--- src/rtl/seg_pipe_adder.sv ---
// Pipelined adder/subtractor: resolves one SEG-bit segment per stage, with a registered carry
// between stages and a valid/ready handshake. WIDTH must be a multiple of SEG.
module seg_pipe_adder #(
  parameter int WIDTH = 16,
  parameter int SEG   = 4
) (
  input  logic             clk,
  input  logic             rst_n,
  input  logic             in_valid,
  output logic             in_ready,
  input  logic [WIDTH-1:0] a,
  input  logic [WIDTH-1:0] b,
  input  logic             cin,
  input  logic             sub,
  output logic             out_valid,
  input  logic             out_ready,
  output logic [WIDTH-1:0] s,
  output logic             c,
  output logic             ovf
);

  localparam int NSTG = WIDTH / SEG;

  // The whole pipe advances together; a full, unconsumed output freezes every stage.
  logic w_adv;
  assign w_adv = !(g_stg[NSTG-1].r_v && !out_ready);

  for (genvar k = 0; k < NSTG; k++) begin : g_stg
    // Stage k sees only the operand bits it has not consumed yet, with its segment at the LSB,
    // and emits the low (k+1) segments of the result.
    localparam int IW = WIDTH - k * SEG;
    localparam int RW = (k + 1) * SEG;

    logic [IW-1:0] w_a;
    logic [IW-1:0] w_b;
    logic          w_cin;
    logic          w_v;
    logic [SEG:0]  w_sum;
    logic [RW-1:0] w_res;

    logic          r_v;
    logic          r_cy;
    logic [RW-1:0] r_s;

    if (k == 0) begin : g_in
      assign w_a   = a;
      assign w_b   = sub ? ~b : b;
      assign w_cin = sub | cin;
      assign w_v   = in_valid;
      assign w_res = w_sum[SEG-1:0];
    end else begin : g_in
      assign w_a   = g_stg[k-1].g_fwd.r_a;
      assign w_b   = g_stg[k-1].g_fwd.r_b;
      assign w_cin = g_stg[k-1].r_cy;
      assign w_v   = g_stg[k-1].r_v;
      assign w_res = {w_sum[SEG-1:0], g_stg[k-1].r_s};
    end

    assign w_sum = {1'b0, w_a[SEG-1:0]} + {1'b0, w_b[SEG-1:0]} + {{SEG{1'b0}}, w_cin};

    // NOTE: state registers use non-blocking assignments so every stage samples the
    // pre-edge value of its predecessor; blocking here would collapse the pipeline.
    always_ff @(posedge clk or negedge rst_n) begin
      if (!rst_n) begin
        r_v  <= 1'b0;
        r_cy <= 1'b0;
        r_s  <= '0;
      end else if (w_adv) begin
        r_v <= w_v;
        if (w_v) begin
          r_cy <= w_sum[SEG];
          r_s  <= w_res;
        end
      end
    end

    if (k < NSTG - 1) begin : g_fwd
      logic [IW-SEG-1:0] r_a;
      logic [IW-SEG-1:0] r_b;

      // NOTE: forwarded operand bits carry no reset; they are only consumed alongside a
      // set valid bit, and the valid bits are what the reset clears.
      always_ff @(posedge clk) begin
        if (w_adv && w_v) begin
          r_a <= w_a[IW-1:SEG];
          r_b <= w_b[IW-1:SEG];
        end
      end
    end else begin : g_last
      logic r_ovf;

      // Carry into the MSB is a^b^sum at that bit; XOR with the carry out gives signed overflow.
      always_ff @(posedge clk or negedge rst_n) begin
        if (!rst_n) begin
          r_ovf <= 1'b0;
        end else if (w_adv && w_v) begin
          r_ovf <= w_a[SEG-1] ^ w_b[SEG-1] ^ w_sum[SEG-1] ^ w_sum[SEG];
        end
      end
    end
  end

  assign in_ready  = w_adv;
  assign out_valid = g_stg[NSTG-1].r_v;
  assign s         = g_stg[NSTG-1].r_s;
  assign c         = g_stg[NSTG-1].r_cy;
  assign ovf       = g_stg[NSTG-1].g_last.r_ovf;

endmodule
--- config.mk ---
export PLATFORM = sky130hd
export DESIGN_NAME = seg_pipe_adder
export DESIGN_NICKNAME = d
export VERILOG_FILES = /design/src/rtl/seg_pipe_adder.sv
export SDC_FILE = /design/constraint.sdc
export NUM_CORES = 1
export LEC_CHECK = 0
export CORE_MARGIN = 4
export CORE_UTILIZATION = 50
export DETAILED_ROUTE_END_ITERATION = 16
export PLACE_DENSITY = 0.74
export SYNTH_ARGS = -nofsm -noshare
export SYNTH_HDL_FRONTEND = slang
export SYNTH_SLANG_ARGS = --single-unit
--- constraint.sdc ---
create_clock -name clk -period 4.16 [get_ports clk]
set_input_delay 0.832 -clock clk [delete_from_list [all_inputs] [get_ports clk]]
set_output_delay 0.832 -clock clk [all_outputs]
set_load 0.005 [all_outputs]
==> flow_metrics.py, run 1 <==
metrics = {
    "clock_network": {
        "cts_buffers": 9,
        "root_buffer": "clkbuf_8",
        "clockBufferDepth": 2,
        "post_cts_buffers": 0,
        "htreeDepth": 3,
        "clock_sinks": 97,
        "cts_hold_buf": 0,
        "clock_latency_ns": 0.35,
        "cts.repair.resized": 0,
        "clk_pin_slew_ns": 0.09,
        "cts_tree": "built",
    },
    "critical_path": {
        "crit_required_ns": 3.33,
        "cp_max_fo": 9,
        "crit_path_frequent_cell": "clkdlybuf4s50_1",
        "crit_slowest_cell": "clkdlybuf4s50_1",
        "start_kind": "primary input",
        "crit_arrival_ns": 2.02,
        "crit_buf_inv": 2,
        "critical_path_class": "primary input to output port",
        "endpoint_kind": "output port",
        "max_stage_delay_ns": 0.52,
        "cp_cell_sequence": "clkdlybuf4s50_1 -> nand2b_4 -> clkdlybuf4s50_1",
        "cp_top_family": "buffers and inverters",
    },
    "global_routing": {
        "overflow": 0,
        "grt_use_total": 0.128,
        "antenna_found_initial": 0,
        "grt_max_degree": 50,
        "grt_pass1_vias": 2031,
        "grt_pass1_wl_um": 9690,
    },
    "routing": {
        "drt-initial-drc-count": 84,
        "drc": 0,
        "drt_pass1_iterations": 6,
        "num_vias": 1982,
        "post_drt_wl_per_cell_um": 13.5,
        "antenna_left": 0,
        "via_per_inst": 4.71,
        "drt-total-wl_um": 5700,
    },
    "finish": {
        "final_area_um2": 4840,
        "num_antenna_cells": 0,
        "final_common_cell": "clkdlybuf4s50_1",
        "finalNetCount": 372,
        "finish.utilization": 0.624,
        "drive_gt1_frac": 0.166,
        "mostFrequentLayoutCells": "56 x clkdlybuf4s50_1, 49 x dfrtp_1, 48 x edfxtp_1, 21 x xor2_1, 18 x o21ai_0",
        "synthToLayoutAreaGrowth_pct": 20.6,
    },
    "flow_run": {
        "max_cap_viol_count": 0,
    },
    "power_and_ir_drop": {
        "power.total_mw": 3.10,
        "power.density_nw_per_um2": 640,
        "p_leak_nw": 2.03,
        "ir_drop_mv": 0.275,
    },
    "yosys": {
        "syn_area_um2": 4020,
        "syn_inst": 252,
        "synth.net_count": 310,
        "synth_cell_types": 30,
        "ys_warn_count": 0,
        "ys_seq_area_frac": 0.664,
        "synth_area_per_cell_um2": 15.9,
        "ys_seq_elements": 97,
    },
    "die": {
        "pin_count": 58,
        "start_util": 0.517,
        "die_w_um": 97.6,
        "rows": 32,
        "dieHeight_um": 97.6,
        "core_um2": 7770,
        "dieArea_um2": 9530,
    },
    "sta": {
        "final-max-slew-violation-count": 0,
        "fin_crit_sh": 0.686,
        "hold_viol_final": 0,
        "tns_ns": 0,
        "period_needed_ns": 2.86,
        "max_clock_freq_ghz": 0.350,
        "max_slew_margin": 0.319,
        "setup-violations-final": 0,
        "tightest_slew_ns": 1.02,
        "finClkSkew_ns": 0.00655,
        "layout_setup_ws_ns": 1.30,
        "rsz0062_at_grt": "no",
    },
    "status": {
        "outcome": "completed",
    },
    "place": {
        "dp_slack_ns": 0.942,
        "gp_congestion": 0.729,
        "place_area_um2": 4650,
        "hpwl_um": 4290,
        "io_buffers": 57,
    },
    "min_path": {
        "hold_class": "register to register",
    },
}
[final timing paths]
| check | from | to | slack, ns | cells past startpoint |
|---|---|---|---|---|
| worst min-delay path | g_stg[0].g_fwd.r_b[7] | g_stg[1].g_fwd.r_b[3] | 0.43 | 0 |
| worst max register to register | g_stg[2].r_cy | ovf | 2.10 | 6 |
| min in group asynchronous | rst_n | g_stg[0].r_s[1] | 0.65 | 1 |
| worst min register to register | g_stg[0].g_fwd.r_b[7] | g_stg[1].g_fwd.r_b[3] | 0.43 | 0 |
| max in group asynchronous | rst_n | s[13] | 2.88 | 1 |
| worst max-delay path | out_ready | in_ready | 1.30 | 3 |
[through the flow]
stage / hold slack [ns] / cells
2_1_floorplan: 0.400 / 252
3_3_place_gp: 0.401 / 405
3_5_place_dp: 0.405 / 405
4_1_cts: 0.427 / 421
5_1_grt: 0.436 / 421
6_report: 0.425 / 421
[sequential cells by signal (all words and copies together), names as in the netlist]
register         flops
c                    1
g_stg.g_fwd.r_a     24
g_stg.g_fwd.r_b     24
g_stg.r_cy           3
g_stg.r_s           24
g_stg.r_v            3
out_valid            1
ovf                  1
s                   16
[routing by layer]
metal  share of wire  wire length [um]  up-vias  GRT usage
met5               0                 0        -          0
met4           0.016                90        0     0.0607
met3           0.045               258        7     0.0302
met2            0.49              2770       43      0.202
met1            0.45              2580      926      0.168
li1                -                 -     1006          -
[where the power goes]
part | total (mW) | internal [mW] | switching [mW]
combinational | 0.983 | 0.579 | 0.404
clock | 0.586 | 0.276 | 0.309
sequential | 1.53 | 1.37 | 0.163
total | 3.10 | 2.22 | 0.877
[synthesized netlist by cell type (all sizes together)]
cell / count / area share
a211o: 1 / 0.0022
a211oi: 1 / 0.0019
a21o: 5 / 0.0093
a21oi: 6 / 0.0075
a2bb2oi: 1 / 0.0022
buf: 7 / 0.017
dfrtp: 49 / 0.31
edfxtp: 48 / 0.36
fa: 8 / 0.040
ha: 12 / 0.037
inv: 16 / 0.015
mux2: 29 / 0.093
nand2: 19 / 0.023
nand2b: 1 / 0.0034
nand3: 1 / 0.0012
nand4: 1 / 0.0016
nor2: 1 / 0.00093
nor2b: 2 / 0.0031
o21ai: 19 / 0.024
or2: 1 / 0.0016
xnor2: 3 / 0.0065
xor2: 21 / 0.046
[cell type report]
class | count | area, um2
Fill cell | 597 | 2920
Multi-Input combinational cell | 132 | 1220
Clock inverter | 7 | 70.1
Timing Repair Buffer | 58 | 573
Inverter | 16 | 60.1
Tap cell | 102 | 128
Clock buffer | 9 | 124
Sequential cell | 97 | 2670
[cell families (layout without fill, tap and decap cells)]
family | after synthesis | after routing | synth area share
DFF | 97 | 97 | 0.664
AOI/OAI and AO/OA | 33 | 33 | 0.0467
buffers and inverters | 23 | 90 | 0.0315
adders and majority gates | 20 | 20 | 0.0773
and+or+nand+nor | 26 | 26 | 0.0346
muxes | 29 | 29 | 0.0935
xor gates and xnor gates | 24 | 24 | 0.0523
[worst register-to-register path, cell delays in order (launching register included)]
cell     delay [ns]
dfrtp_1        0.43
fa_1           0.48
fa_1           0.42
a21o_1         0.19
a21oi_1        0.21
xnor2_1        0.15
o21ai_1        0.07
No activity file was read; power rests on OpenSTA's default activity.
==> run 2, diff against run 1 <==
==> constraint.sdc (replaced) <==
create_clock -name clk -period 2.8 [get_ports clk]
set_input_delay 0.56 -clock clk [delete_from_list [all_inputs] [get_ports clk]]
set_output_delay 0.56 -clock clk [all_outputs]
set_load 0.005 [all_outputs]
==> run 2 against run 1 <==
  * Clock power is 65% higher
  * Cell area rose by 1.1%
  * Sequential power increased by 48%
  * First-iteration DRC count down 19%
  * Largest cell class unchanged
  * Highest routed layer unchanged
  * Combinational power rose by 49%
  * Utilization is 0.71 points higher
  * Critical path depth increased by 4
==> flow_metrics.py, run 2 (synthesis gave the netlist of run 1 again) <==
metrics = {
    "clock_network": {
        "htreeDepth": 3,
        "clockBufferDepth": 2,
        "cts.repair.resized": 0,
        "clock_latency_ns": 0.35,
        "clk_pin_slew_ns": 0.09,
        "cts_buffers": 9,
        "post_cts_buffers": 0,
        "root_buffer": "clkbuf_8",
        "cts_tree": "built",
        "clock_sinks": 97,
        "cts_hold_buf": 0,
    },
    "sta": {
        "tightest_slew_ns": 0.639,
        "holdWs_ns": 0.220,
        "tns_ns": 0,
        "fin_crit_sh": 0.880,
        "setup-violations-final": 0,
        "period_needed_ns": 2.47,
        "final-max-slew-violation-count": 0,
        "finClkSkew_ns": 0.00526,
        "max_slew_margin": 0.574,
        "max_clock_freq_ghz": 0.406,
        "hold_viol_final": 0,
        "rsz0062_at_grt": "no",
    },
    "finish": {
        "final_common_cell": "clkdlybuf4s50_1",
        "final_area_um2": 4900,
        "reg_top3": "g_stg.g_fwd.r_a (24), g_stg.g_fwd.r_b (24), g_stg.r_s (24)",
        "drive_gt1_frac": 0.176,
        "fillers": 611,
        "num_antenna_cells": 0,
        "finalNetCount": 376,
        "mostFrequentLayoutCells": "56 x clkdlybuf4s50_1, 49 x dfrtp_1, 48 x edfxtp_1, 21 x xor2_1, 18 x o21ai_0",
        "synthToLayoutAreaGrowth_pct": 22.0,
        "final_cells": 425,
        "finish.utilization": 0.631,
    },
    "flow_run": {
        "max_cap_viol_count": 0,
    },
    "power_and_ir_drop": {
        "ir_drop_mv": 0.424,
        "p_leak_nw": 2.06,
        "power.density_nw_per_um2": 959,
    },
    "routing": {
        "post_drt_wl_per_cell_um": 13.0,
        "drt_pass1_iterations": 4,
        "num_vias": 1995,
        "drt-initial-drc-count": 68,
        "antenna_left": 0,
        "drt-total-wl_um": 5510,
        "via_per_inst": 4.69,
        "drc": 0,
    },
    "global_routing": {
        "grt_use_total": 0.126,
        "overflow": 0,
        "antenna_found_initial": 0,
        "grt_max_degree": 31,
        "grt_pass1_vias": 2051,
        "grt_pass1_wl_um": 9490,
    },
    "critical_path": {
        "cp_cell_sequence": "clkdlybuf4s50_1 -> or2_2 -> fa_1 -> fa_1 -> a21o_1 -> a211oi_1 -> a21oi_1",
        "crit_required_ns": 3.04,
        "cp_max_fo": 4,
        "crit_path_frequent_cell": "fa_1",
        "crit_slowest_cell": "clkdlybuf4s50_1",
        "crit_arrival_ns": 2.71,
        "endpoint_kind": "register",
        "max_stage_delay_ns": 0.49,
        "start_kind": "primary input",
        "critical_path_class": "primary input to register",
    },
    "status": {
        "outcome": "completed",
    },
    "die": {
        "die_w_um": 97.6,
        "start_util": 0.517,
        "core_um2": 7770,
        "rows": 32,
        "dieArea_um2": 9530,
        "dieHeight_um": 97.6,
        "pin_count": 58,
    },
    "place": {
        "hpwl_um": 4190,
        "place_area_um2": 4680,
        "io_buffers": 57,
        "placed_cells": 409,
        "gp_congestion": 0.722,
    },
    "min_path": {
        "hold_class": "primary input to asynchronous set/reset pin",
    },
}
-- run 2: worst paths after layout --
check                                      start                     to  slack, ns  cells after the start
min in group clk           g_stg[1].g_fwd.r_b[5]  g_stg[2].g_fwd.r_b[1]       0.42                      0
setup reg to reg                   g_stg[2].r_cy                    ovf       0.74                      6
max in group asynchronous                  rst_n                    ovf       1.98                      2
setup / recovery                             sub          g_stg[0].r_cy       0.33                      7
hold reg to reg            g_stg[1].g_fwd.r_b[5]  g_stg[2].g_fwd.r_b[1]       0.42                      0
hold / removal                             rst_n        g_stg[0].r_s[1]       0.22                      1
-- run 2: routing by layer --
metal	up-vias	track usage	wire (um)
met2	48	0.200	2600
met1	923	0.162	2500
met5	-	0	0
met4	0	0.0767	154
met3	13	0.0223	249
li1	1011	-	-
-- run 2: critical path, delay by kind of cell --
family                   cells  cell delay, ns
adder cells (fa/ha/maj)      2            0.84
AND/OR/NAND/NOR              1            0.34
AO/OA/AOI/OAI                3            0.49
buffers and inverters        1            0.49
-- run 2: stage by stage --
stage / power, mW / worst slack, ns
after floorplan: 3.28 / 0.320
after global placement: 3.73 / -0.0346
after detailed placement: 3.80 / -0.0682
after CTS: 4.76 / 0.324
after global routing: 5.03 / 0.200
final: 4.70 / 0.335
-- run 2: final cells by class --
class,instances,area [um2],area share
flip-flops and latches,97,2670,0.544
multi-input cells,132,1220,0.249
repair buffers,62,603,0.123
clock buffers,10,128,0.0260
well taps,102,128,0.0260
clock inverters,6,91.3,0.0186
inverters,16,60.1,0.0123
-- run 2: report_power, final --
part	switching (mW)	internal, mW	total [mW]
sequential	0.241	2.03	2.27
clock	0.459	0.506	0.965
combinational	0.594	0.865	1.46
total	1.29	3.40	4.70
==> run 3, diff against run 2 <==
==> constraint.sdc (replaced) <==
create_clock -name clk -period 3.1 [get_ports clk]
set_input_delay 0.62 -clock clk [delete_from_list [all_inputs] [get_ports clk]]
set_output_delay 0.62 -clock clk [all_outputs]
set_load 0.005 [all_outputs]
==> run 3 against run 2 <==
  * Wire length is 4.2% higher
  * First-iteration DRC count is 38% higher
  * Global-route usage is 0.55 points higher
  * Via count is 0.75% higher
  * Die area stayed put
  * Clock power is 9.8% lower
  * Count of clock-buffer cells in the layout is 1 lower
  * Hold slack better by 0.20 ns
  * Cell area is 0.38% lower
  * Largest power group unchanged
==> flow_metrics.py, run 3 (synthesis gave the netlist of run 1 again) <==
metrics = {
    "status": {
        "outcome": "completed",
    },
    "clock_network": {
        "cts_hold_buf": 0,
        "clock_latency_ns": 0.35,
        "clock_sinks": 97,
        "post_cts_buffers": 0,
        "cts.repair.resized": 0,
        "htreeDepth": 3,
        "clockBufferDepth": 2,
        "cts_tree": "built",
        "clk_pin_slew_ns": 0.08,
        "cts_buffers": 9,
        "root_buffer": "clkbuf_8",
    },
    "min_path": {
        "min_from": "g_stg[0].g_fwd.r_a[4]",
        "hold_depth": 0,
        "hold_class": "register to register",
        "holdPathEnd": "g_stg[1].g_fwd.r_a[0]",
    },
    "routing": {
        "drt-total-wl_um": 5740,
        "via_per_inst": 4.75,
        "drt_pass1_iterations": 4,
        "drt-initial-drc-count": 94,
        "antenna_left": 0,
        "post_drt_wl_per_cell_um": 13.6,
        "drc": 0,
        "num_vias": 2010,
    },
    "sta": {
        "hold_viol_final": 0,
        "finClkSkew_ns": 0.00937,
        "max_clock_freq_ghz": 0.392,
        "rsz0062_at_grt": "no",
        "setup-violations-final": 0,
        "max_slew_margin": 0.319,
        "layout_setup_ws_ns": 0.549,
        "tns_ns": 0,
        "tightest_slew_ns": 1.02,
        "final-max-slew-violation-count": 0,
        "fin_crit_sh": 0.823,
        "period_needed_ns": 2.55,
    },
    "global_routing": {
        "grt_pass1_wl_um": 9920,
        "overflow": 0,
        "grt_use_total": 0.132,
        "grt_pass1_vias": 2084,
        "grt_max_degree": 50,
        "antenna_found_initial": 0,
    },
    "critical_path": {
        "crit_arrival_ns": 2.78,
        "critical_path_class": "primary input to register",
        "cp_cell_sequence": "clkdlybuf4s50_1 -> or2_2 -> fa_1 -> fa_1 -> a21o_1 -> a211oi_1 -> a21oi_1",
        "cp_max_fo": 4,
        "endpoint_kind": "register",
        "start_kind": "primary input",
        "r2r_cells": 6,
        "r2r_end": "ovf",
        "crit_required_ns": 3.33,
        "cp-startpoint": "sub",
        "crit_slowest_cell": "clkdlybuf4s50_1",
        "worstReg2RegStart": "g_stg[2].r_cy",
        "crit_path_frequent_cell": "fa_1",
        "max_stage_delay_ns": 0.49,
        "rrSetupSlack_ns": 1.05,
    },
    "die": {
        "dieHeight_um": 97.6,
        "rows": 32,
        "start_util": 0.517,
        "dieArea_um2": 9530,
        "pin_count": 58,
        "die_w_um": 97.6,
        "core_um2": 7770,
    },
    "finish": {
        "finalNetCount": 374,
        "reg_top3": "g_stg.g_fwd.r_a (24), g_stg.g_fwd.r_b (24), g_stg.r_s (24)",
        "final_cells": 423,
        "mostFrequentLayoutCells": "56 x clkdlybuf4s50_1, 49 x dfrtp_1, 48 x edfxtp_1, 21 x xor2_1, 18 x o21ai_0",
        "final_common_cell": "clkdlybuf4s50_1",
        "num_antenna_cells": 0,
        "drive_gt1_frac": 0.171,
        "synthToLayoutAreaGrowth_pct": 21.5,
        "final_area_um2": 4880,
    },
    "place": {
        "placed_cells": 407,
        "io_buffers": 57,
        "hpwl_um": 4160,
        "dp_slack_ns": 0.181,
        "place_area_um2": 4670,
        "gp_congestion": 0.723,
    },
    "power_and_ir_drop": {
        "p_leak_nw": 2.06,
        "p_clk_frac": 0.205,
        "ir_drop_mv": 0.343,
        "p_int_mw": 3.07,
        "pwr-share-seq": 0.484,
        "power.density_nw_per_um2": 871,
        "power_switching_mw": 1.18,
        "pwr-share-comb": 0.311,
        "switching_share": 0.278,
    },
    "flow_run": {
        "max_cap_viol_count": 0,
    },
}
-- run 3: how the worst max path moves through the flow --
stage / to / slack, ns / cells after the start
5_1_grt: g_stg[0].r_cy / 0.45 / 7
3_5_place_dp: g_stg[0].r_cy / 0.18 / 7
4_1_cts: g_stg[0].r_cy / 0.56 / 7
3_3_place_gp: g_stg[0].r_cy / 0.21 / 7
2_1_floorplan: g_stg[0].r_cy / 0.56 / 8
6_report: g_stg[0].r_cy / 0.55 / 7
-- run 3: stage by stage --
stage / hold slack [ns] / power, mW / util
global placement: 0.402 / 3.36 / 0.601
global route: 0.430 / 4.54 / 0.628
CTS: 0.425 / 4.31 / 0.628
detailed placement: 0.405 / 3.44 / 0.601
finish: 0.423 / 4.25 / 0.628
floorplan: 0.324 / 2.96 / -
-- run 3: power by group through the flow --
| stage | Clock, mW | Sequential [mW] | Combinational [mW] |
|---|---|---|---|
| after CTS | 0.893 | 2.07 | 1.35 |
| final | 0.870 | 2.06 | 1.32 |
| after global routing | 0.936 | 2.11 | 1.49 |
| after floorplan | 0 | 2.04 | 0.922 |
| after detailed placement | 0 | 2.09 | 1.34 |
| after global placement | 0 | 2.07 | 1.30 |
-- run 3: area by class of cell --
class | instances | area (um2)
Inverter | 16 | 60.1
Sequential cell | 97 | 2670
Tap cell | 102 | 128
Multi-Input combinational cell | 132 | 1220
Clock inverter | 7 | 91.3
Timing Repair Buffer | 60 | 588
Clock buffer | 9 | 124
Fill cell | 593 | 2890
-- run 3: critical path, delay by kind of cell --
| family | cells | cell delay [ns] |
|---|---|---|
| buffers and inverters | 1 | 0.49 |
| AO/OA/AOI/OAI | 3 | 0.49 |
| AND/OR/NAND/NOR | 1 | 0.34 |
| adder cells (fa/ha/maj) | 2 | 0.84 |
-- run 3: layer usage --
metal,share of wire,vias to the layer above,global-route usage
li1,-,1010,-
met1,0.47,946,0.176
met2,0.47,44,0.202
met3,0.038,10,0.0201
met4,0.021,0,0.0831
met5,0,-,0
